### src/rtl/nal_ep_inserter_if.sv
// Byte stream bundle around the emulation-prevention inserter: FIFO pop side
// (in_dat/in_empty/in_re) and the registered valid/ready output side.
interface nal_ep_inserter_if;
    logic [9:0] in_dat;
    logic       in_empty;
    logic       in_re;
    logic [7:0] out_dat;
    logic       out_vld;
    logic       out_rdy;

    // master: the inserter itself, popping the FIFO and sourcing the output stream
    modport master (
        input  in_dat,
        input  in_empty,
        input  out_rdy,
        output in_re,
        output out_dat,
        output out_vld
    );

    // slave: the surrounding FIFO and downstream consumer
    modport slave (
        output in_dat,
        output in_empty,
        output out_rdy,
        input  in_re,
        input  out_dat,
        input  out_vld
    );
endinterface

### src/rtl/nal_ep_inserter.sv
// Annex-B framer: prefixes each NAL with a start code, inserts 0x03
// emulation-prevention bytes and counts them for rate control.
module nal_ep_inserter #(
    parameter int SC_LEN = 4
) (
    input  logic                clk,
    input  logic                clr_n,
    nal_ep_inserter_if.master   bus,
    output logic [15:0]         ep_cnt
);

    typedef enum logic {PASS, SC} state_t;

    state_t     state, state_nxt;
    logic [1:0] sc_idx, sc_idx_nxt;
    logic [1:0] zcnt, zcnt_nxt;
    logic       sc_done, sc_done_nxt;
    logic       tail_pend, tail_pend_nxt;
    logic [7:0] out_dat_q, out_dat_nxt;
    logic       out_vld_q, out_vld_nxt;
    logic       ep_inc;
    logic       pop;
    logic       load;

    logic [7:0] head_byte;
    logic       head_sof;
    logic       head_eon;

    assign head_byte = bus.in_dat[7:0];
    assign head_sof  = bus.in_dat[9];
    assign head_eon  = bus.in_dat[8];

    assign load        = ~out_vld_q | bus.out_rdy;
    assign bus.out_dat = out_dat_q;
    assign bus.out_vld = out_vld_q;
    assign bus.in_re   = pop & clr_n;

    // Next-state and output selection; everything holds unless the output register can load.
    always_comb begin
        state_nxt     = state;
        sc_idx_nxt    = sc_idx;
        zcnt_nxt      = zcnt;
        sc_done_nxt   = sc_done;
        tail_pend_nxt = tail_pend;
        out_dat_nxt   = out_dat_q;
        out_vld_nxt   = out_vld_q;
        ep_inc        = 1'b0;
        pop           = 1'b0;

        if (load) begin
            case (state)
                PASS: begin
                    if (tail_pend) begin
                        out_dat_nxt   = 8'h03;
                        out_vld_nxt   = 1'b1;
                        tail_pend_nxt = 1'b0;
                        zcnt_nxt      = 2'd0;
                        ep_inc        = 1'b1;
                    end else if (bus.in_empty) begin
                        out_vld_nxt = 1'b0;
                    end else if (head_sof && !sc_done) begin
                        state_nxt   = SC;
                        sc_idx_nxt  = 2'd0;
                        out_vld_nxt = 1'b0;
                    end else if (zcnt == 2'd2 && head_byte <= 8'h03) begin
                        // head byte stays at the FIFO head and is re-evaluated next cycle
                        out_dat_nxt = 8'h03;
                        out_vld_nxt = 1'b1;
                        zcnt_nxt    = 2'd0;
                        ep_inc      = 1'b1;
                    end else begin
                        out_dat_nxt = head_byte;
                        out_vld_nxt = 1'b1;
                        pop         = 1'b1;
                        sc_done_nxt = 1'b0;
                        if (head_byte == 8'h00)
                            zcnt_nxt = (zcnt == 2'd2) ? 2'd2 : zcnt + 2'd1;
                        else
                            zcnt_nxt = 2'd0;
                        if (head_eon) begin
                            zcnt_nxt = 2'd0;
                            if (head_byte == 8'h00)
                                tail_pend_nxt = 1'b1;
                        end
                    end
                end
                SC: begin
                    out_vld_nxt = 1'b1;
                    if (sc_idx != 2'(SC_LEN - 1)) begin
                        out_dat_nxt = 8'h00;
                        sc_idx_nxt  = sc_idx + 2'd1;
                    end else begin
                        out_dat_nxt = 8'h01;
                        sc_idx_nxt  = 2'd0;
                        zcnt_nxt    = 2'd0;
                        sc_done_nxt = 1'b1;
                        state_nxt   = PASS;
                    end
                end
                default: state_nxt = PASS;
            endcase
        end
    end

    always_ff @(posedge clk or negedge clr_n) begin
        if (!clr_n) begin
            state     <= PASS;
            sc_idx    <= 2'd0;
            zcnt      <= 2'd0;
            sc_done   <= 1'b0;
            tail_pend <= 1'b0;
            out_dat_q <= 8'h00;
            out_vld_q <= 1'b0;
            ep_cnt    <= 16'h0000;
        end else begin
            state     <= state_nxt;
            sc_idx    <= sc_idx_nxt;
            zcnt      <= zcnt_nxt;
            sc_done   <= sc_done_nxt;
            tail_pend <= tail_pend_nxt;
            out_dat_q <= out_dat_nxt;
            out_vld_q <= out_vld_nxt;
            if (ep_inc && ep_cnt != 16'hFFFF)
                ep_cnt <= ep_cnt + 16'd1;
        end
    end

endmodule

### src/flat_wrapper.sv
// flat-port wrapper written by rule: the top's interface ports become plain ports
module nal_ep_inserter_flat 
#(
    parameter int SC_LEN = 4
)
  (clk, clr_n, ep_cnt, bus_in_dat, bus_in_empty, bus_out_rdy, bus_in_re, bus_out_dat, bus_out_vld);
  nal_ep_inserter_if bus_i ();
  input  logic clk;
  input  logic clr_n;
  output logic [15:0] ep_cnt;
  input wire logic [$bits(bus_i.in_dat)-1:0] bus_in_dat;
  input wire logic [$bits(bus_i.in_empty)-1:0] bus_in_empty;
  input wire logic [$bits(bus_i.out_rdy)-1:0] bus_out_rdy;
  output wire logic [$bits(bus_i.in_re)-1:0] bus_in_re;
  output wire logic [$bits(bus_i.out_dat)-1:0] bus_out_dat;
  output wire logic [$bits(bus_i.out_vld)-1:0] bus_out_vld;
  assign bus_i.in_dat = bus_in_dat;
  assign bus_i.in_empty = bus_in_empty;
  assign bus_i.out_rdy = bus_out_rdy;
  assign bus_in_re = bus_i.in_re;
  assign bus_out_dat = bus_i.out_dat;
  assign bus_out_vld = bus_i.out_vld;
  nal_ep_inserter #(.SC_LEN(SC_LEN)) u_core (.clk(clk), .clr_n(clr_n), .bus(bus_i), .ep_cnt(ep_cnt));
endmodule
### config.mk
export PLATFORM = sky130hd
export DESIGN_NAME = nal_ep_inserter_flat
export DESIGN_NICKNAME = d
export VERILOG_FILES = /design/src/rtl/nal_ep_inserter_if.sv /design/src/rtl/nal_ep_inserter.sv /design/src/flat_wrapper.sv
export SDC_FILE = /design/constraint.sdc
export NUM_CORES = 1
export LEC_CHECK = 0
export BUFFER_PORTS_ARGS = -buffer_cell sky130_fd_sc_hd__buf_2
export CAP_MARGIN = 20
export CORE_ASPECT_RATIO = 1.2
export CORE_MARGIN = 2
export CORE_UTILIZATION = 35
export CTS_BUF_LIST = sky130_fd_sc_hd__clkbuf_8
export CTS_CLUSTER_SIZE = 25
export DETAILED_ROUTE_END_ITERATION = 12
export SYNTH_ARGS = -nofsm -noshare
export SYNTH_HDL_FRONTEND = slang
export SYNTH_SLANG_ARGS = --single-unit
### constraint.sdc
create_clock -name clk -period 2 [get_ports clk]
set_input_delay 0.2 -clock clk [delete_from_list [all_inputs] [get_ports clk]]
set_output_delay 0.2 -clock clk [all_outputs]
set_load 0.03 [all_outputs]
==> impl_metrics.tcl, run 1 <==
set metrics [dict create \
    setup_viol 0 \
    ctsLongestPathBuffers 2 \
    maxSlewHeadroom_pct 72.0 \
    die_area_um2 5490 \
    place.gp.congestion 0.821 \
    powerDensity_nw_per_um2 942 \
    drv_cap 0 \
    criticalPathCategory "reg2reg" \
    root_buffer "clkbuf_8" \
    critical_path.startpoint_type "register" \
    seq_area_frac_synth_pct 46.5 \
    cts.sinks 32 \
    wirelength_mm 3.88 \
    critical_path.cell_chain "inv_1 -> ha_1 -> nor3b_4 -> a41oi_4 -> nor3_1 -> mux2_2" \
    initial_core_util_pct 36.9 \
    fp.coreArea_um2 4660 \
    drt-met1-wl_mm 1.75 \
    worstSetupStartpoint "u_core.zcnt[0]" \
    r2r_start "u_core.zcnt[0]" \
    r2r-end "u_core.ep_cnt[1]" \
    endpoint "u_core.ep_cnt[1]" \
    synth_edf_count 0 \
    crit_path_max_incr_delay_ps 410 \
    min_period_over_period_pct 97.0 \
    drv_slew 0 \
    antenna_found_initial 0 \
    num-nets-final 214 \
    ant_nets 0 \
    synth_cells 146 \
    dieHeight_um 80.8 \
    rows 27 \
    r2r_slack_ps 60 \
    grt_setup_unrepaired "yes" \
    wire_per_inst_um 15.2 \
    drc_errors 0 \
    hold_path_class "in2reg" \
    stdcell_count 255 \
    topRoutingLayerUsed "met4" \
    hold_viol 0 \
    leakagePower_nw 1.10 \
    portBuffers 39 \
    power.total_mw 2.04 \
    irDropWorstVdd_mv 0.422 \
    dp_hpwl_mm 2.85 \
    fin_util_pct 46.3 \
    numPlacedInstances 246 \
    htree_levels 2 \
    grt-ovfl-total 0 \
    ioPinCount 40 \
    drive_gt1_share_pct 41.1 \
    finalInstanceArea_um2 2160 \
    clk_latency_ps 290 \
    tritoncts "done" \
    grt_max_degree 33 \
    grt_pass1_vias 1337 \
    mostFrequentLayoutCells "buf_2 (39), dfrtp_1 (32), xor2_1 (15)" \
    vias 1367 \
    met2_length_mm 1.82 \
    final_common_cell "buf_2" \
    yosysWarnings 0 \
    critPathArrivalTime_ps 2110 \
    grt_pass1_wl_mm 6.45 \
    clk_pin_slew_worst_paths_ps 70 \
    grt_usage_pct 15.6 \
    fmaxAchievable_ghz 0.516 \
    firstDrtPassIters 4 \
    synth_seq_cells 32 \
    wl_met3_um 246 \
    cp-end-kind "register" \
    die_w_um 68 \
    viasPerCell 5.36 \
    ys_types 36 \
    r2r_cells 6 \
    postCtsSetupRepairBufs 0 \
    area_delta_synth_final_pct 25.5 \
    period_minus_slack_ps 1940 \
    numCtsBuffers 5 \
    status "completed" \
    worstPathMaxFanout 3 \
    placed_area_um2 2010 \
    required_ps 2170 \
    slowest_stage "nor3_1" \
    max_slew.worst_pin.slew_ps 417 \
    async_reset_ff_share_pct 100 \
    synth_flop_cell "dfrtp_1" \
    synth_area_per_cell_um2 11.8 \
    diodes 0 \
    finalClockSkew_ps 6.07 \
    synthesis.area_um2 1720 \
    synth_fp_nets 164 \
    drt_iter0_markers 56 \
]
==> registers in the layout, indices dropped and copies added, names as in the netlist <==
register / count
u_core.bus.out_dat: 8
u_core.bus.out_vld: 1
u_core.ep_cnt: 16
u_core.sc_done: 1
u_core.sc_idx: 2
u_core.state: 1
u_core.tail_pend: 1
u_core.zcnt: 2
==> cell families (layout without fill, tap and decap cells) <==
logic type	Yosys count	count (layout)	share of synthesized area, %
mux	5	5	3.05
simple gates	62	62	27.3
flops	32	32	46.5
buf+inv	8	59	2.62
compound gates	20	20	9.89
xor+xnor	15	15	7.64
fa+ha+maj	4	4	2.91
==> routing by layer <==
| metal | GRT usage, % | vias to the layer above |
|---|---|---|
| met1 | 20.5 | 667 |
| met3 | 3.88 | 6 |
| met5 | 0 | - |
| met4 | 6.00 | 0 |
| li1 | - | 651 |
| met2 | 24.5 | 43 |
==> repair_timing <==
item	4_1_cts	5_1_grt
endpoints found under the hold margin	32	0
endpoints found under the setup margin	0	7
hold buffers	1	0
resized for setup	0	5
==> power breakdown <==
group          internal (mW)  switching (mW)
Sequential             0.745          0.0721
Clock                  0.368           0.255
Combinational          0.223           0.372
Total                   1.34           0.699
==> through the flow <==
stage / hold slack (ps) / setup slack [ps] / TNS, ps
finish: 188 / 60.4 / 0
global placement: 267 / 137 / 0
detailed placement: 277 / 45.0 / 0
floorplan: -95.6 / 173 / 0
global route: 189 / -2.21 / -2.21
CTS: 176 / 13.4 / 0
==> worst min-delay path by stage <==
stage,startpoint,to,cells past startpoint,slack (ps)
4_1_cts,bus_in_empty,u_core.bus.out_vld,2,180
3_3_place_gp,clr_n,u_core.bus.out_dat[0],2,270
5_1_grt,bus_in_empty,u_core.bus.out_vld,2,190
2_1_floorplan,clr_n,u_core.bus.out_dat[0],0,-100
6_report,bus_in_empty,u_core.bus.out_vld,2,190
3_5_place_dp,clr_n,u_core.zcnt[0],2,280
==> critical path: cells and delay by family (launching register included) <==
family	cells	cell delay (ps)
mux	1	380
buf+inv	1	90
flops	1	360
simple gates	2	660
compound gates	1	150
fa+ha+maj	1	170
==> layout make-up <==
| cell class | count | area, um^2 |
|---|---|---|
| Sequential cell | 32 | 801 |
| Timing Repair Buffer | 46 | 250 |
| Fill cell | 462 | 2500 |
| Clock buffer | 5 | 68.8 |
| Clock inverter | 3 | 42.5 |
| Multi-Input combinational cell | 106 | 906 |
| Inverter | 5 | 18.8 |
| Tap cell | 58 | 72.6 |
==> synth_stat cells, drive strengths merged (2+ instances only) <==
master	instances	area, um^2
or2b	2	17.5
mux2i	3	30.0
nor4	13	176
xor2	15	131
mux2	2	22.5
nor4b	3	26.3
and4	4	37.5
and2	2	13.8
dfrtp	32	801
nor2	6	22.5
ha	4	50.1
nand2	8	30.0
and3	4	28.8
a22o	8	71.3
nand3	8	40.0
buf	2	22.5
a21oi	4	20.0
inv	5	18.8
o21ai	3	15.0
nor3	3	15.0
nand4	6	37.5
Note: power is estimated with default switching activity, not from simulation.
==> inputs of run 2 (changes only) <==
CORE_MARGIN = unset   (was 2)
RECOVER_POWER = 25   (was unset)
==> impl_metrics.tcl, run 2 (synthesis gave the netlist of run 1 again) <==
set metrics [dict create \
    status "completed" \
    worstSetupStartpoint "u_core.zcnt[0]" \
    dieHeight_um 78.8 \
    wire_per_inst_um 16.0 \
    clk_latency_ps 280 \
    rows 27 \
    place.gp.congestion 0.841 \
    regMostFlops "u_core.ep_cnt" \
    die_area_um2 5200 \
    die_w_um 66 \
    mostFrequentLayoutCells "buf_2 (38), dfrtp_1 (32), xor2_1 (15)" \
    fmaxAchievable_ghz 0.526 \
    r2r_start "u_core.zcnt[0]" \
    crit_path_max_incr_delay_ps 380 \
    finalClockSkew_ps 6.19 \
    dp_hpwl_mm 2.98 \
    max_slew.worst_pin.slew_ps 793 \
    antenna_found_initial 0 \
    area_delta_synth_final_pct 31.1 \
    fp.coreArea_um2 4660 \
    tritoncts "done" \
    nFillCells 442 \
    r2r_cells 7 \
    root_buffer "clkbuf_8" \
    clk_pin_slew_worst_paths_ps 70 \
    viasPerCell 5.53 \
    ant_nets 0 \
    ctsLongestPathBuffers 2 \
    path_delay_family "simple AND/OR/NAND/NOR gates" \
    cts.sinks 32 \
    fin_util_pct 48.4 \
    drt_iter0_markers 49 \
    critical_path.cell_chain "inv_2 -> ha_1 -> nor3b_4 -> a41oi_4 -> buf_12 -> nor4b_2 -> xor2_1" \
    tns_ps 0 \
    criticalPathCategory "reg2reg" \
    initial_core_util_pct 36.9 \
    postCtsSetupRepairBufs 0 \
    irDropWorstVdd_mv 0.506 \
    r2r_slack_ps 100 \
    num-nets-final 216 \
    multiInputGateArea_um2 946 \
    ioPinCount 40 \
    timing.final.ws_setup_ps 98.3 \
    period_minus_slack_ps 1900 \
    final_common_cell "buf_2" \
    path_depth 7 \
    setup_viol 0 \
    vias 1422 \
    critical_path.startpoint_type "register" \
    cp_num_buf_inv 2 \
    slowest_stage "dfrtp_1" \
    critPathArrivalTime_ps 2110 \
    grt_pass1_vias 1409 \
    portBuffers 39 \
    diodes 0 \
    numCtsBuffers 5 \
    required_ps 2210 \
    grt-ovfl-total 0 \
    drv_cap 0 \
    largest_register_ff_count 16 \
    min_period_over_period_pct 95.1 \
    powerDensity_nw_per_um2 935 \
    wirelength_mm 4.11 \
    maxSlewHeadroom_pct 47.2 \
    leakagePower_nw 1.13 \
    drc_errors 0 \
    grt_pass1_wl_mm 6.72 \
    seq_area_um2 801 \
    firstDrtPassIters 4 \
    endpoint "u_core.ep_cnt[8]" \
    drv_slew 0 \
    cp-end-kind "register" \
    hold_viol 0 \
    hold_path_class "in2reg" \
    grt_usage_pct 17.0 \
    drive_gt1_share_pct 42.2 \
    r2r-end "u_core.ep_cnt[8]" \
    htree_levels 2 \
    pre_cts_slack_ps -3.19 \
    grt_max_degree 33 \
    worstPathMaxFanout 7 \
]
run 2: cell types whose count changed in the layout (fill, tap and decap cells not counted), sizes merged:
cell      delta
clkbuf       +5
clkinv       -1
buf          -1
clkinvlp     -1
run 2: how the worst min path moves through the flow:
| stage | start | to | slack [ps] | depth (start not counted) |
|---|---|---|---|---|
| global route | bus_in_dat[3] | u_core.bus.out_dat[3] | 190 | 2 |
| detailed placement | clr_n | u_core.bus.out_dat[0] | 280 | 2 |
| CTS | bus_in_empty | u_core.bus.out_vld | 180 | 2 |
| global placement | clr_n | u_core.bus.out_dat[0] | 270 | 2 |
| floorplan | clr_n | u_core.bus.out_dat[0] | -100 | 0 |
| finish | bus_in_empty | u_core.bus.out_vld | 190 | 2 |
run 2: repair_timing:
action,in CTS,in global routing
hold buffers,1,0
setup endpoints to repair,1,16
resized for setup,1,13
endpoints found under the hold margin,32,0
gates cloned,0,1
pin swaps,0,2
run 2: power by group:
part | switching [mW] | internal (mW)
registers | 0.0728 | 0.745
logic | 0.389 | 0.225
clock network | 0.239 | 0.439
total | 0.701 | 1.41
run 2: layout make-up:
class                           count  area share, %
Multi-Input combinational cell    106           41.9
Sequential cell                    32           35.5
Timing Repair Buffer               48           12.9
Clock buffer                        7           4.27
Tap cell                           58           3.22
Clock inverter                      1           1.33
Inverter                            5          0.832
run 2: stage by stage:
stage                     cell area (um^2)  hold slack (ps)  std cells  power, mW
after detailed placement              2010              279        247       1.43
final                                 2260              193        257       2.11
after global placement                2010              272        247       1.40
after CTS                             2160              184        256       2.12
after floorplan                       1720            -95.6        146       1.22
after global routing                  2260              186        257       2.23
run 2: routing by layer:
metal | share of wire (%) | global-route usage [%]
met5 | 0 | 0
met4 | 0.80 | 5.11
met3 | 6.9 | 5.17
met2 | 50 | 29.4
met1 | 42 | 19.8
run 2: worst reg2reg max path: cells and delay by family, from the launching register on:
family / cells / cell delay [ps]
buf+inv: 2 / 280
simple gates: 2 / 610
xor+xnor: 1 / 180
compound gates: 1 / 200
flops: 1 / 380
fa+ha+maj: 1 / 170
